`src/rtl/q100_config.svh`:
```
// Machine-mode CSR addresses used by the trap controller.
`ifndef Q100_CONFIG_SVH
`define Q100_CONFIG_SVH
localparam logic [11:0] CSR_MSTATUS = 12'h300;
localparam logic [11:0] CSR_MTVEC   = 12'h305;
localparam logic [11:0] CSR_MEPC    = 12'h341;
localparam logic [11:0] CSR_MCAUSE  = 12'h342;
localparam logic [11:0] CSR_MTVAL   = 12'h343;
`endif

```
`src/rtl/q100_exu_trap_ctrl_pkg.sv`:
```
// Shared types and constants for the EXU trap controller.
package q100_exu_trap_ctrl_pkg;

  localparam int LEN_CSR      = 32;
  localparam int LEN_CSR_ADDR = 12;

  // mcause value used for the external machine interrupt.
  localparam logic [LEN_CSR-1:0] IRQ_EXT_CAUSE = 32'h8000_000B;

  typedef enum logic [2:0] {
    IDLE       = 3'd0,
    SAVE_EPC   = 3'd1,
    SAVE_CAUSE = 3'd2,
    SAVE_TVAL  = 3'd3,
    READ_VEC   = 3'd4,
    MRET_RD    = 3'd5,
    REDIRECT   = 3'd6
  } trap_state_e;

  // Synchronous exceptions carry their 5-bit code in the low bits, interrupt bit clear.
  function automatic logic [LEN_CSR-1:0] exc_cause(input logic [4:0] code);
    return {27'b0, code};
  endfunction

endpackage

```
`src/rtl/q100_exu_irq_sync.sv`:
```
// Two-flop synchronizer for the asynchronous level interrupt input.
module q100_exu_irq_sync (
  input  logic clk,
  input  logic rst,
  input  logic irq_i,
  output logic irq_sync_o
);

  logic meta_q;
  logic sync_q;

  // Shift the raw level through two flops; cleared asynchronously on reset.
  always_ff @(posedge clk or negedge rst) begin
    if (!rst) begin
      meta_q <= 1'b0;
      sync_q <= 1'b0;
    end else begin
      meta_q <= irq_i;
      sync_q <= meta_q;
    end
  end

  assign irq_sync_o = sync_q;

endmodule

```
`src/rtl/q100_exu_trap_ctrl.sv`:
```
// Trap entry / return sequencer: saves mepc/mcause/mtval, fetches the vector
// (or mepc on mret) and issues a single-cycle fetch redirect. When idle it
// forwards instruction CSR writes to the CSR file.
module q100_exu_trap_ctrl
  import q100_exu_trap_ctrl_pkg::*;
(
  input  logic                    clk,
  input  logic                    rst,
  input  logic                    insn_csr_vld_i,
  input  logic [LEN_CSR_ADDR-1:0] insn_csr_addr_i,
  input  logic [LEN_CSR-1:0]      insn_csr_wdata_i,
  output logic                    insn_csr_rdy_o,
  input  logic                    exc_vld_i,
  input  logic [4:0]              exc_code_i,
  input  logic [31:0]             exc_pc_i,
  input  logic [31:0]             exc_tval_i,
  input  logic                    irq_i,
  input  logic [31:0]             int_pc_i,
  input  logic                    mret_i,
  output logic [LEN_CSR-1:0]      csr_o,
  output logic [LEN_CSR_ADDR-1:0] csr_addr_o,
  output logic                    csr_vld_o,
  input  logic [LEN_CSR-1:0]      csr_i,
  output logic                    redirect_vld_o,
  output logic [31:0]             redirect_pc_o,
  output logic                    trap_busy_o
);

  `include "q100_config.svh"

  trap_state_e        state_q, state_d;
  logic [31:0]        pc_q, pc_d;
  logic [LEN_CSR-1:0] cause_q, cause_d;
  logic [31:0]        tval_q, tval_d;
  logic [31:0]        target_q, target_d;
  logic               irq_en_q, irq_en_d;
  logic               irq_sync;

  q100_exu_irq_sync u_irq_sync (
    .clk        (clk),
    .rst        (rst),
    .irq_i      (irq_i),
    .irq_sync_o (irq_sync)
  );

  // State and captured trap context; reset abandons any sequence in flight.
  always_ff @(posedge clk or negedge rst) begin
    if (!rst) begin
      state_q  <= IDLE;
      pc_q     <= '0;
      cause_q  <= '0;
      tval_q   <= '0;
      target_q <= '0;
      irq_en_q <= 1'b0;
    end else begin
      state_q  <= state_d;
      pc_q     <= pc_d;
      cause_q  <= cause_d;
      tval_q   <= tval_d;
      target_q <= target_d;
      irq_en_q <= irq_en_d;
    end
  end

  // Event arbitration in IDLE, sequencing of the CSR saves/reads and output drive.
  always_comb begin
    state_d        = state_q;
    pc_d           = pc_q;
    cause_d        = cause_q;
    tval_d         = tval_q;
    target_d       = target_q;
    irq_en_d       = irq_en_q;
    csr_o          = '0;
    csr_addr_o     = insn_csr_addr_i;
    csr_vld_o      = 1'b0;
    insn_csr_rdy_o = 1'b0;
    redirect_vld_o = 1'b0;
    redirect_pc_o  = '0;
    trap_busy_o    = 1'b0;
    unique case (state_q)
      IDLE: begin
        // Nothing is accepted while reset is held, so every output stays quiet.
        if (rst) begin
          if (exc_vld_i) begin
            pc_d        = exc_pc_i;
            cause_d     = exc_cause(exc_code_i);
            tval_d      = exc_tval_i;
            irq_en_d    = 1'b0;
            trap_busy_o = 1'b1;
            state_d     = SAVE_EPC;
          end else if (irq_sync && irq_en_q) begin
            pc_d        = int_pc_i;
            cause_d     = IRQ_EXT_CAUSE;
            tval_d      = '0;
            irq_en_d    = 1'b0;
            trap_busy_o = 1'b1;
            state_d     = SAVE_EPC;
          end else if (mret_i) begin
            irq_en_d    = 1'b1;
            trap_busy_o = 1'b1;
            state_d     = MRET_RD;
          end else begin
            insn_csr_rdy_o = 1'b1;
            if (insn_csr_vld_i) begin
              csr_vld_o = 1'b1;
              csr_o     = insn_csr_wdata_i;
              if (insn_csr_addr_i == CSR_MSTATUS) begin
                irq_en_d = insn_csr_wdata_i[3];
              end
            end
          end
        end
      end
      SAVE_EPC: begin
        trap_busy_o = 1'b1;
        csr_vld_o   = 1'b1;
        csr_addr_o  = CSR_MEPC;
        csr_o       = pc_q;
        state_d     = SAVE_CAUSE;
      end
      SAVE_CAUSE: begin
        trap_busy_o = 1'b1;
        csr_vld_o   = 1'b1;
        csr_addr_o  = CSR_MCAUSE;
        csr_o       = cause_q;
        state_d     = SAVE_TVAL;
      end
      SAVE_TVAL: begin
        trap_busy_o = 1'b1;
        csr_vld_o   = 1'b1;
        csr_addr_o  = CSR_MTVAL;
        csr_o       = tval_q;
        state_d     = READ_VEC;
      end
      READ_VEC: begin
        // Direct mode only: the mode bits of mtvec are dropped.
        trap_busy_o = 1'b1;
        csr_addr_o  = CSR_MTVEC;
        target_d    = {csr_i[31:2], 2'b00};
        state_d     = REDIRECT;
      end
      MRET_RD: begin
        trap_busy_o = 1'b1;
        csr_addr_o  = CSR_MEPC;
        target_d    = csr_i;
        state_d     = REDIRECT;
      end
      REDIRECT: begin
        trap_busy_o    = 1'b1;
        redirect_vld_o = 1'b1;
        redirect_pc_o  = target_q;
        state_d        = IDLE;
      end
      default: begin
        state_d = IDLE;
      end
    endcase
  end

endmodule

```
`config.mk`:
```
export PLATFORM = sky130hd
export DESIGN_NAME = q100_exu_trap_ctrl
export DESIGN_NICKNAME = d
export VERILOG_FILES = /design/src/rtl/q100_exu_trap_ctrl_pkg.sv /design/src/rtl/q100_exu_irq_sync.sv /design/src/rtl/q100_exu_trap_ctrl.sv
export VERILOG_INCLUDE_DIRS = /design/src /design/src/rtl
export SDC_FILE = /design/constraint.sdc
export NUM_CORES = 1
export LEC_CHECK = 0
export BUFFER_PORTS_ARGS = -buffer_cell sky130_fd_sc_hd__buf_2
export CAP_MARGIN = 30
export CORE_MARGIN = 3
export CORE_UTILIZATION = 42
export DETAILED_ROUTE_END_ITERATION = 10
export PLACE_DENSITY = 0.77
export SLEW_MARGIN = 20
export SYNTH_ARGS = -nofsm -noshare
export SYNTH_HDL_FRONTEND = slang
export SYNTH_HIERARCHICAL = 1
export SYNTH_SLANG_ARGS = --single-unit
```
`constraint.sdc`:
```
create_clock -name clk -period 2 [get_ports clk]
set_input_delay 0.1 -clock clk [delete_from_list [all_inputs] [get_ports clk]]
set_output_delay 0.1 -clock clk [all_outputs]
set_load 0.05 [all_outputs]
```
* After elaboration in Yosys (flattened, before gate mapping)
Cells that the tools add are included.
** Word-level totals
- Register bits after elaboration :: 134
- Output and inout port bits :: 80
- Word-level logic and storage cells :: 72
** Cells by class
- Reduce and logical (&&, ||, !) cells :: 13
- Eq/ne operators :: 9
- Muxes and demuxes :: 42
** Operators with widths (count)
- $mux W32 :: 12
- $pmux W32 S4 :: 1
- $pmux W32 S2 :: 1
- $pmux W12 S4 :: 1
- $mux W1 :: 20
- $pmux W3 S5 :: 1
- $eq A12 B10 Y1 const B :: 1
- $mux W3 :: 4
- $eq A3 B3 Y1 const B :: 3
- $reduce_bool A4 Y1 :: 2
- $eq A3 B2 Y1 const B :: 2
- $reduce_or A6 Y1 :: 1
- $ne A4 B4 Y1 const B :: 1
- $pmux W1 S2 :: 2
- $reduce_and A4 Y1 :: 1
- $reduce_bool A2 Y1 :: 2
- $reduce_or A2 Y1 :: 2
- $eq A3 B1 Y1 const B :: 1
- $logic_not A3 Y1 :: 1
- $reduce_and A3 Y1 :: 1
- $reduce_or A3 Y1 :: 1
- $ne A2 B2 Y1 const B :: 1
- $reduce_and A2 Y1 :: 1
- $logic_and A1 B1 Y1 :: 1

* Longest topological paths before layout
Gate-level depths: netlist of the first run.
- Depth after elaboration :: 6
- Mapped depth :: 8

* By module
Netlist of the first run, hierarchy kept.
** By module, submodules not included
- q100_exu_trap_ctrl :: cells each 486, area each 5246.3 sq um, sequential area each 2652.5 sq um, instances 1
- q100_exu_irq_sync :: cells each 2, area each 50.0 sq um, sequential area each 50.0 sq um, instances 1

* Least setup slack after synthesis of the first run
OpenSTA, ideal clock, no wires.
- Path kind :: reg-to-output
- From :: register state_q[1]
- To :: output csr_vld_o
- Setup slack :: -297 ps
- Required time :: 1900 ps
- Stages on the path, launching flop included :: 8
- Arrival time :: 2197 ps
- Cell sequence :: dfrtp_1 > buf_6 > or4b_4 > buf_6 > nor3_4 > buf_2 > nor2_1 > nor2_1
** On the way
- Cells in the longest elaborated chain, start to end :: 3
- Elaborated cells on any way between the ends :: 6
** Ends and longest elaborated chain
- start, declared :: line q100_exu_trap_ctrl.sv:31 : trap_state_e state_q, state_d;
- start signal, assigned :: line q100_exu_trap_ctrl.sv:56 : state_q <= state_d;
- $eq A3 B2 Y1 or $eq A3 B1 Y1 (tied branches) :: line q100_exu_trap_ctrl.sv:80 : unique case (state_q)
- $reduce_or A3 Y1 (no line)
- $pmux W1 S2 * :: line q100_exu_trap_ctrl.sv:80
- end, declared :: line q100_exu_trap_ctrl.sv:22 : output logic csr_vld_o,
Every way passes the cells marked *; elsewhere a longest branch is shown, timed or not.

* Worst setup path after layout of the first run
- From :: register state_q[1]
- To :: output csr_o[10]
** On the way
- Cells in the longest elaborated chain, start to end :: 2
- Elaborated cells on any way between the ends :: 5
** Ends and longest elaborated chain
- $eq A3 B2 Y1, or another cell as far along :: line q100_exu_trap_ctrl.sv:80
- $pmux W32 S4 * :: line q100_exu_trap_ctrl.sv:80
- end, declared :: line q100_exu_trap_ctrl.sv:20 : output logic [LEN_CSR-1:0] csr_o,
Marks and branches as above.

==> results by group, run 1 <==
Outcome
  • Outcome: finished, violations left
  • Violated checks: negative setup slack

Cells and area
  • Layout net count: 1005
  • Filler cells: 867
  • Fin util: 69.4%
  • Synthesis-to-layout area growth: 59.4%
  • Layout cells sized above 1: 46.9%

Setup path
  • R2R cell count: 5
  • CP startpoint: state_q[1]
  • Setup crit start kind: flip-flop
  • R2R Path End: tval_q[16]
  • R2r setup slk: 40 ps
  • Crit Path Category: flip-flop to output port
  • Critical Path End: csr_o[10]
  • CP Data Arrival Time: 2140 ps
  • Crit Path Max Fanout: 5
  • Reg2reg start: state_q[1]
  • Crit. End Element: output port
  • CP required: 1900 ps

Yosys
  • Ys Warns: 6
  • Yosys reg bits: 108
  • Synthesized instance count: 488
  • Seq/Total Area, Yosys: 51.0%
  • Mapped Area: 0.00530 mm²
  • Mean Syn Cell Area: 10.9 µm²
  • Post-synthesis net count: 671
  • Post-synth cell types: 39

CTS
  • CTS root buf: clkbuf_16
  • Htree depth: 3
  • CTS Buf Count: 9
  • Clk slew on worst S/H paths: 80 ps
  • Clock sinks: 108
  • Clk Latency, worst-skew pair: 360 ps
  • CTS tree: yes
  • Clk buf depth: 2

Global route
  • Vias in the first global route: 5696
  • Initial antenna violation count: 1
  • Grt ovf: 0
  • Top Usage Layer GRT: met2
  • First-pass GRT wire length: 29800 µm
  • Global Route met2 Usage: 46.4%
  • GR Util met1: 31.5%
  • Met3 Usage GRT: 7.18%
  • Largest net degree at the start of global routing: 67
  • GR Util All Layers: 26.8%

Timing
  • Period Utilization, post-route: 112%
  • Actual slew at the worst max-slew pin: 856 ps
  • Final TNS setup: -7350 ps
  • Setup Skew: 10.4 ps
  • Final Setup Violations: 45
  • Setup ws final: -238 ps
  • Final hold vios: 0
  • Max Fclk: 447 MHz
  • Slew HR: 42.9%
  • Max Slew Vio Count: 0
  • RSZ-0062 raised after global routing: yes
  • Clock period minus worst slack: 2240 ps

Power and ir drop
  • Power Dens Cells: 1540 mW/mm²
  • Maximum vdd ir drop: 0.00111 V
  • Power after layout: 13.0 mW
  • LEAKAGE: 4.13 nW

Drt
  • 1st-iter DRT viols: 687
  • Drt via density: 5.50
  • WL/cell: 19.6 µm
  • First drt pass iteration count: 6
  • DR DRC count: 0
  • Routed Antenna Nets: 0
  • Routed vias: 5488
  • WL final: 19600 µm

Place
  • Setup WS pre-CTS: 55.6 ps
  • HPWL after DPL: 12400 µm
  • Port bufs: 262
  • Final Wtd Congestion: 0.911

Die
  • Core Footprint: 0.0122 mm²
  • Initial Utilization: 43.5%
  • Die Wd: 118 µm
  • Die Y: 118 µm
  • I/O pin count: 263
  • Row count: 40
  • Die area: 0.0140 mm²

Run
  • Maxcap violations: 0

Worst hold path
  • HP Class: primary input to flip-flop
## worst min path at each step
stage | startpoint | to | depth (start not counted)
final | csr_i[2] | target_q[2] | 2
after global routing | csr_i[2] | target_q[2] | 2
after CTS | csr_i[2] | target_q[2] | 2
after detailed placement | irq_i | u_irq_sync/meta_q | 1
after global placement | irq_i | u_irq_sync/meta_q | 1
after floorplan | rst | cause_q[0] | 0
## logic make-up (layout without fill, tap and decap cells)
family / count (synthesis) / count (layout) / share of synthesized area [%]
AO/OA/AOI/OAI: 124 / 124 / 17.5
XOR/XNOR: 1 / 1 / 0.165
buffers and inverters: 73 / 412 / 6.38
flip-flops: 108 / 108 / 51.0
multiplexers: 68 / 68 / 13.7
other: 0 / 2 / 0
AND/OR/NAND/NOR: 114 / 114 / 11.2
## critical path, stage by stage (launching register included)
cell and delay (ps):
dfrtp_1 390, or4b_4 550, nor3_4 180, buf_4 160
buf_4 160, a222oi_1 120, inv_2 90, buf_8 140
## power by group
part,leakage (nW),switching [mW],total (mW),internal (mW)
Combinational,2.71,4.32,7.28,2.96
Clock,0.138,0.836,1.85,1.01
Sequential,1.28,0.623,3.86,3.23
## synth_stat cells (all sizes together)
cell type / count / area (µm²)
a211o: 1 / 8.76
a211oi: 1 / 7.51
a21oi: 35 / 175
a222oi: 26 / 260
a22o: 34 / 298
a22oi: 6 / 45.0
a2bb2oi: 1 / 8.76
a311oi: 1 / 8.76
a41oi: 1 / 8.76
and2: 37 / 231
buf: 24 / 154
clkbuf: 17 / 63.8
dfrtp: 108 / 2700
inv: 32 / 120
mux2: 36 / 405
mux2i: 32 / 320
nand2: 11 / 41.3
nand2b: 2 / 12.5
nand3: 2 / 10.0
nand4: 1 / 6.26
nand4b: 1 / 8.76
nor2: 44 / 168
nor2b: 1 / 6.26
nor3: 9 / 56.3
nor3b: 1 / 12.5
nor4: 1 / 6.26
nor4b: 1 / 8.76
o211ai: 1 / 7.51
o21ai: 13 / 65.1
o21bai: 1 / 7.51
o22a: 3 / 26.3
or2: 2 / 12.5
or4b: 1 / 13.8
xnor2: 1 / 8.76
## cell type report
class                   instances  area (µm²)  share of cell area, %
well taps                     168         210                   2.49
repair buffers                364        2770                   32.8
clock inverters                 5        61.3                  0.726
clock buffers                  11         243                   2.88
inverters                      32         124                   1.47
flip-flops and latches        108        2700                   32.0
diodes                          2        5.00                 0.0593
multi-input cells             307        2320                   27.5
## registers in the layout (all words and copies together), names as in the netlist
register / count
irq_en_q: 1
state_q: 3
u_irq_sync/meta_q: 1
tval_q: 32
pc_q: 32
target_q: 32
cause_q: 6
u_irq_sync/irq_sync_o: 1
## metal layers
layer	up-vias	part of all wire, %
met4	0	4.0
met3	70	7.3
li1	2441	-
met1	2654	37
met2	323	52
met5	-	0
## what timing repair did
item,in CTS,in global routing
endpoints found under the hold margin,111,0
pin swaps,2,2
setup buffers,3,2
gates cloned,2,2
hold buffers,71,0
gates resized for setup,101,60
setup endpoints to repair,73,96
## placed cells by master (no fill, tap or decap), drive strengths merged, types with 2 or more instances in the layout
cell type and instances:
mux2i 32, nand3 2, inv 31, clkinvlp 4, a22o 34, a222oi 26, mux2 36, clkbuf 42
buf 263, nor2 44, nor3 9, dfrtp 108, dlygate4sd3 70, nand2 11, or2 2, a22oi 6
o22a 3, a21oi 35, and2 37, o21ai 13, nand2b 2, diode 2
## stage by stage
| stage | hold WS, ps | instances | cell area (µm²) |
|---|---|---|---|
| 2_1_floorplan | -196 | 488 | 5320 |
| 3_3_place_gp | 214 | 900 | 6870 |
| 3_5_place_dp | 211 | 900 | 6870 |
| 4_1_cts | 2.04 | 992 | 8270 |
| 5_1_grt | 5.15 | 996 | 8440 |
| 6_report | 5.02 | 997 | 8440 |
Note: power is estimated with default switching activity, not from simulation.
==> inputs of run 2 (changes only) <==
Settings changed: CELL_PAD_IN_SITES_DETAIL_PLACEMENT set to 1, CELL_PAD_IN_SITES_GLOBAL_PLACEMENT set to 1, CORE_UTILIZATION 42 to 31, PLACE_DENSITY 0.77 to not set, PLACE_DENSITY_LB_ADDON set to 0.1.
==> run 2 against run 1 <==
Net effect:
- the flow still finishes with violations (negative setup slack)
- critical path type unchanged
- worst hold slack improved by 40 ps
- flip-flop and latch count did not move
- sequential share of layout area fell by 0.58 points
- critical endpoint is now csr_o[11]
- highest routed layer unchanged
==> results by group, run 2 (synthesized netlist as in run 1, its figures left out) <==
Timing
  • Period Utilization, post-route: 112% (about the same)
  • Hold WS: 44.7 ps (was 5.02 ps)
  • Max Slew Vio Count: 0 (unchanged)
  • Final hold vios: 0 (unchanged)
  • Slew HR: 49.4% (was 42.9%)
  • Clock period minus worst slack: 2240 ps (about the same)
  • Setup ws final: -238 ps (about the same)
  • Max Fclk: 447 MHz (about the same)
  • Actual slew at the worst max-slew pin: 758 ps (was 856 ps)
  • Setup Skew: 8.57 ps (was 10.4 ps)
  • Final Setup Violations: 64 (was 45)
  • RSZ-0062 raised after global routing: yes (unchanged)

Worst hold path
  • HP Class: primary input to flip-flop (unchanged)

CTS
  • Clock sinks: 108 (unchanged)
  • Clk buf depth: 2 (unchanged)
  • CTS root buf: clkbuf_16 (unchanged)
  • Clk Latency, worst-skew pair: 360 ps (about the same)
  • CTS Buf Count: 9 (unchanged)
  • Clk slew on worst S/H paths: 70 ps (was 80 ps)
  • CTS tree: yes (unchanged)
  • Htree depth: 3 (unchanged)

Drt
  • Routed Antenna Nets: 0 (unchanged)
  • WL/cell: 19.3 µm (was 19.6 µm)
  • WL final: 20300 µm (was 19600 µm)
  • Routed vias: 5208 (was 5488)
  • 1st-iter DRT viols: 259 (was 687)
  • DR DRC count: 0 (unchanged)
  • Drt via density: 4.95 (was 5.50)
  • First drt pass iteration count: 8 (was 6)

Setup path
  • Worst path slowest cell: or4b_4 (unchanged)
  • CP Data Arrival Time: 2140 ps (about the same)
  • Crit Path Max Fanout: 6 (was 5)
  • Setup crit start kind: flip-flop (unchanged)
  • Worst path bufs/invs: 4 (unchanged)
  • Crit Path Category: flip-flop to output port (unchanged)
  • CP required: 1900 ps (about the same)
  • Crit. End Element: output port (unchanged)
  • Largest delay share family, worst path: simple AND/OR/NAND/NOR gates (unchanged)
  • Slowest stage delay, CP: 570 ps (was 550 ps)
  • Cells along the critical path: or4b_4, nor3_4, buf_6, buf_12, a222oi_1, inv_2, buf_8 (was or4b_4, nor3_4, buf_4, buf_4, a222oi_1, inv_2, buf_8)

Power and ir drop
  • Combinational share of power: 55.9% (was 56.1%)
  • Power after layout: 13.2 mW (was 13.0 mW)
  • Power Dens Cells: 1540 mW/mm² (about the same)
  • Flop pwr share: 28.9% (was 29.7%)
  • Internal power: 7.48 mW (was 7.21 mW)
  • P_sw: 5.75 mW (was 5.78 mW)
  • Maximum vdd ir drop: 0.000742 V (was 0.00111 V)
  • Sw Share: 43.4% (was 44.5%)
  • Clock power frac: 15.1% (was 14.2%)
  • LEAKAGE: 4.23 nW (was 4.13 nW)

Cells and area
  • Most frequent cells in the layout: buf_2 (216), dfrtp_1 (108), dlygate4sd3_1 (71), nor2_1 (42), mux2_2 (36) (was buf_2 (186), dfrtp_1 (108), dlygate4sd3_1 (70), nor2_1 (40), and2_1 (37))
  • Layout net count: 1009 (was 1005)
  • Commonest non-fill, non-tap cell in the layout: buf_2 (unchanged)
  • Layout cells sized above 1: 47.7% (was 46.9%)
  • Design area: 0.00860 mm² (was 0.00844 mm²)
  • Largest regs: pc_q (32), target_q (32), tval_q (32) (unchanged)
  • Synthesis-to-layout area growth: 62.3% (was 59.4%)
  • Seq. cell area: 0.00270 mm² (unchanged)
  • Filler cells: 1891 (was 867)
  • Multi-input gate area in the final layout: 0.00232 mm² (about the same)

Die
  • Die area: 0.0187 mm² (was 0.0140 mm²)
  • Row count: 47 (was 40)
  • Core Footprint: 0.0166 mm² (was 0.0122 mm²)
  • I/O pin count: 263 (unchanged)
  • Die Wd: 137 µm (was 118 µm)
  • Initial Utilization: 31.8% (was 43.5%)
  • Die Y: 137 µm (was 118 µm)

Outcome
  • Outcome: finished, violations left (unchanged)
  • Violated checks: negative setup slack (unchanged)

Place
  • Port bufs: 262 (unchanged)
  • Placed inst area: 0.00700 mm² (was 0.00687 mm²)
  • HPWL after DPL: 13900 µm (was 12400 µm)
  • Final Wtd Congestion: 0.802 (was 0.911)

Global route
  • Largest net degree at the start of global routing: 58 (was 67)
  • Initial antenna violation count: 1 (unchanged)
  • GR Util All Layers: 21.2% (was 26.8%)
  • First-pass GRT wire length: 30600 µm (was 29800 µm)
  • Grt ovf: 0 (unchanged)
  • Vias in the first global route: 5734 (was 5696)

Run
  • Maxcap violations: 0 (unchanged)
==> run 2: cell types whose count changed in the layout (fill, tap and decap cells not counted), moves of 2 or more <==
cell | previous run | this run
inv_6 | 0 | 2
buf_12 | 5 | 9
buf_4 | 24 | 21
and2_4 | 0 | 4
clkbuf_4 | 31 | 0
o21ai_0 | 6 | 4
clkbuf_16 | 9 | 11
and2_1 | 37 | 32
buf_2 | 186 | 216
nor2_1 | 40 | 42
buf_6 | 25 | 21
buf_8 | 23 | 28
==> run 2: power by group through the flow <==
stage,Combinational [mW],Clock (mW),Sequential (mW)
after floorplan,4.69,0,3.63
after global placement,6.12,0,3.80
after detailed placement,6.28,0,3.84
after CTS,7.11,2.05,3.82
after global routing,7.90,2.15,3.96
final,7.40,2.00,3.83
==> run 2: area by class of cell <==
class	instances	area share, %
diodes	2	0.0582
clock buffers	10	2.78
clock inverters	6	1.08
inverters	32	1.44
multi-input cells	307	27.0
flip-flops and latches	108	31.4
well taps	220	3.20
repair buffers	368	33.0
==> run 2: stage by stage <==
stage	worst slack (ps)	util, %	setup TNS, ps	instances
global route	-334	51.6	-19330	1052
floorplan	-77.7	-	-182	488
global placement	55.8	42.0	0	954
CTS	-280	50.1	-12500	1041
detailed placement	40.2	42.0	0	954
finish	-238	51.7	-10430	1053
==> run 2: metal layers <==
layer	track usage [%]	part of all wire (%)	vias to the layer above
met5	0	0	-
met4	5.99	1.7	0
met1	25.6	39	2556
met3	4.71	6.5	22
met2	37.8	53	194
li1	-	-	2436
==> run 2: worst min-delay path: cells and delay by family <==
kind	cells	cell delay, ps
mux	1	60
buf+inv	1	80
compound gates	1	130
==> run 2: what timing repair did <==
item | 4_1_cts | 5_1_grt
gates cloned | 0 | 3
hold endpoints to repair | 124 | 1
gates resized for setup | 94 | 53
setup endpoints to repair | 72 | 108
buffers inserted | 1 | 7
pin swaps | 2 | 20
hold buffers | 70 | 1
==> run 2: final timing paths <==
check	start	end	slack (ps)	depth (start not counted)
worst max register to register	state_q[2]	tval_q[30]	80	5
max in group asynchronous	rst	tval_q[5]	260	4
worst max-delay path	state_q[2]	csr_o[11]	-240	7
worst min register to register	u_irq_sync/meta_q	u_irq_sync/irq_sync_o	360	0
min in group asynchronous	rst	target_q[1]	530	3
worst min-delay path	int_pc_i[20]	pc_q[20]	40	3
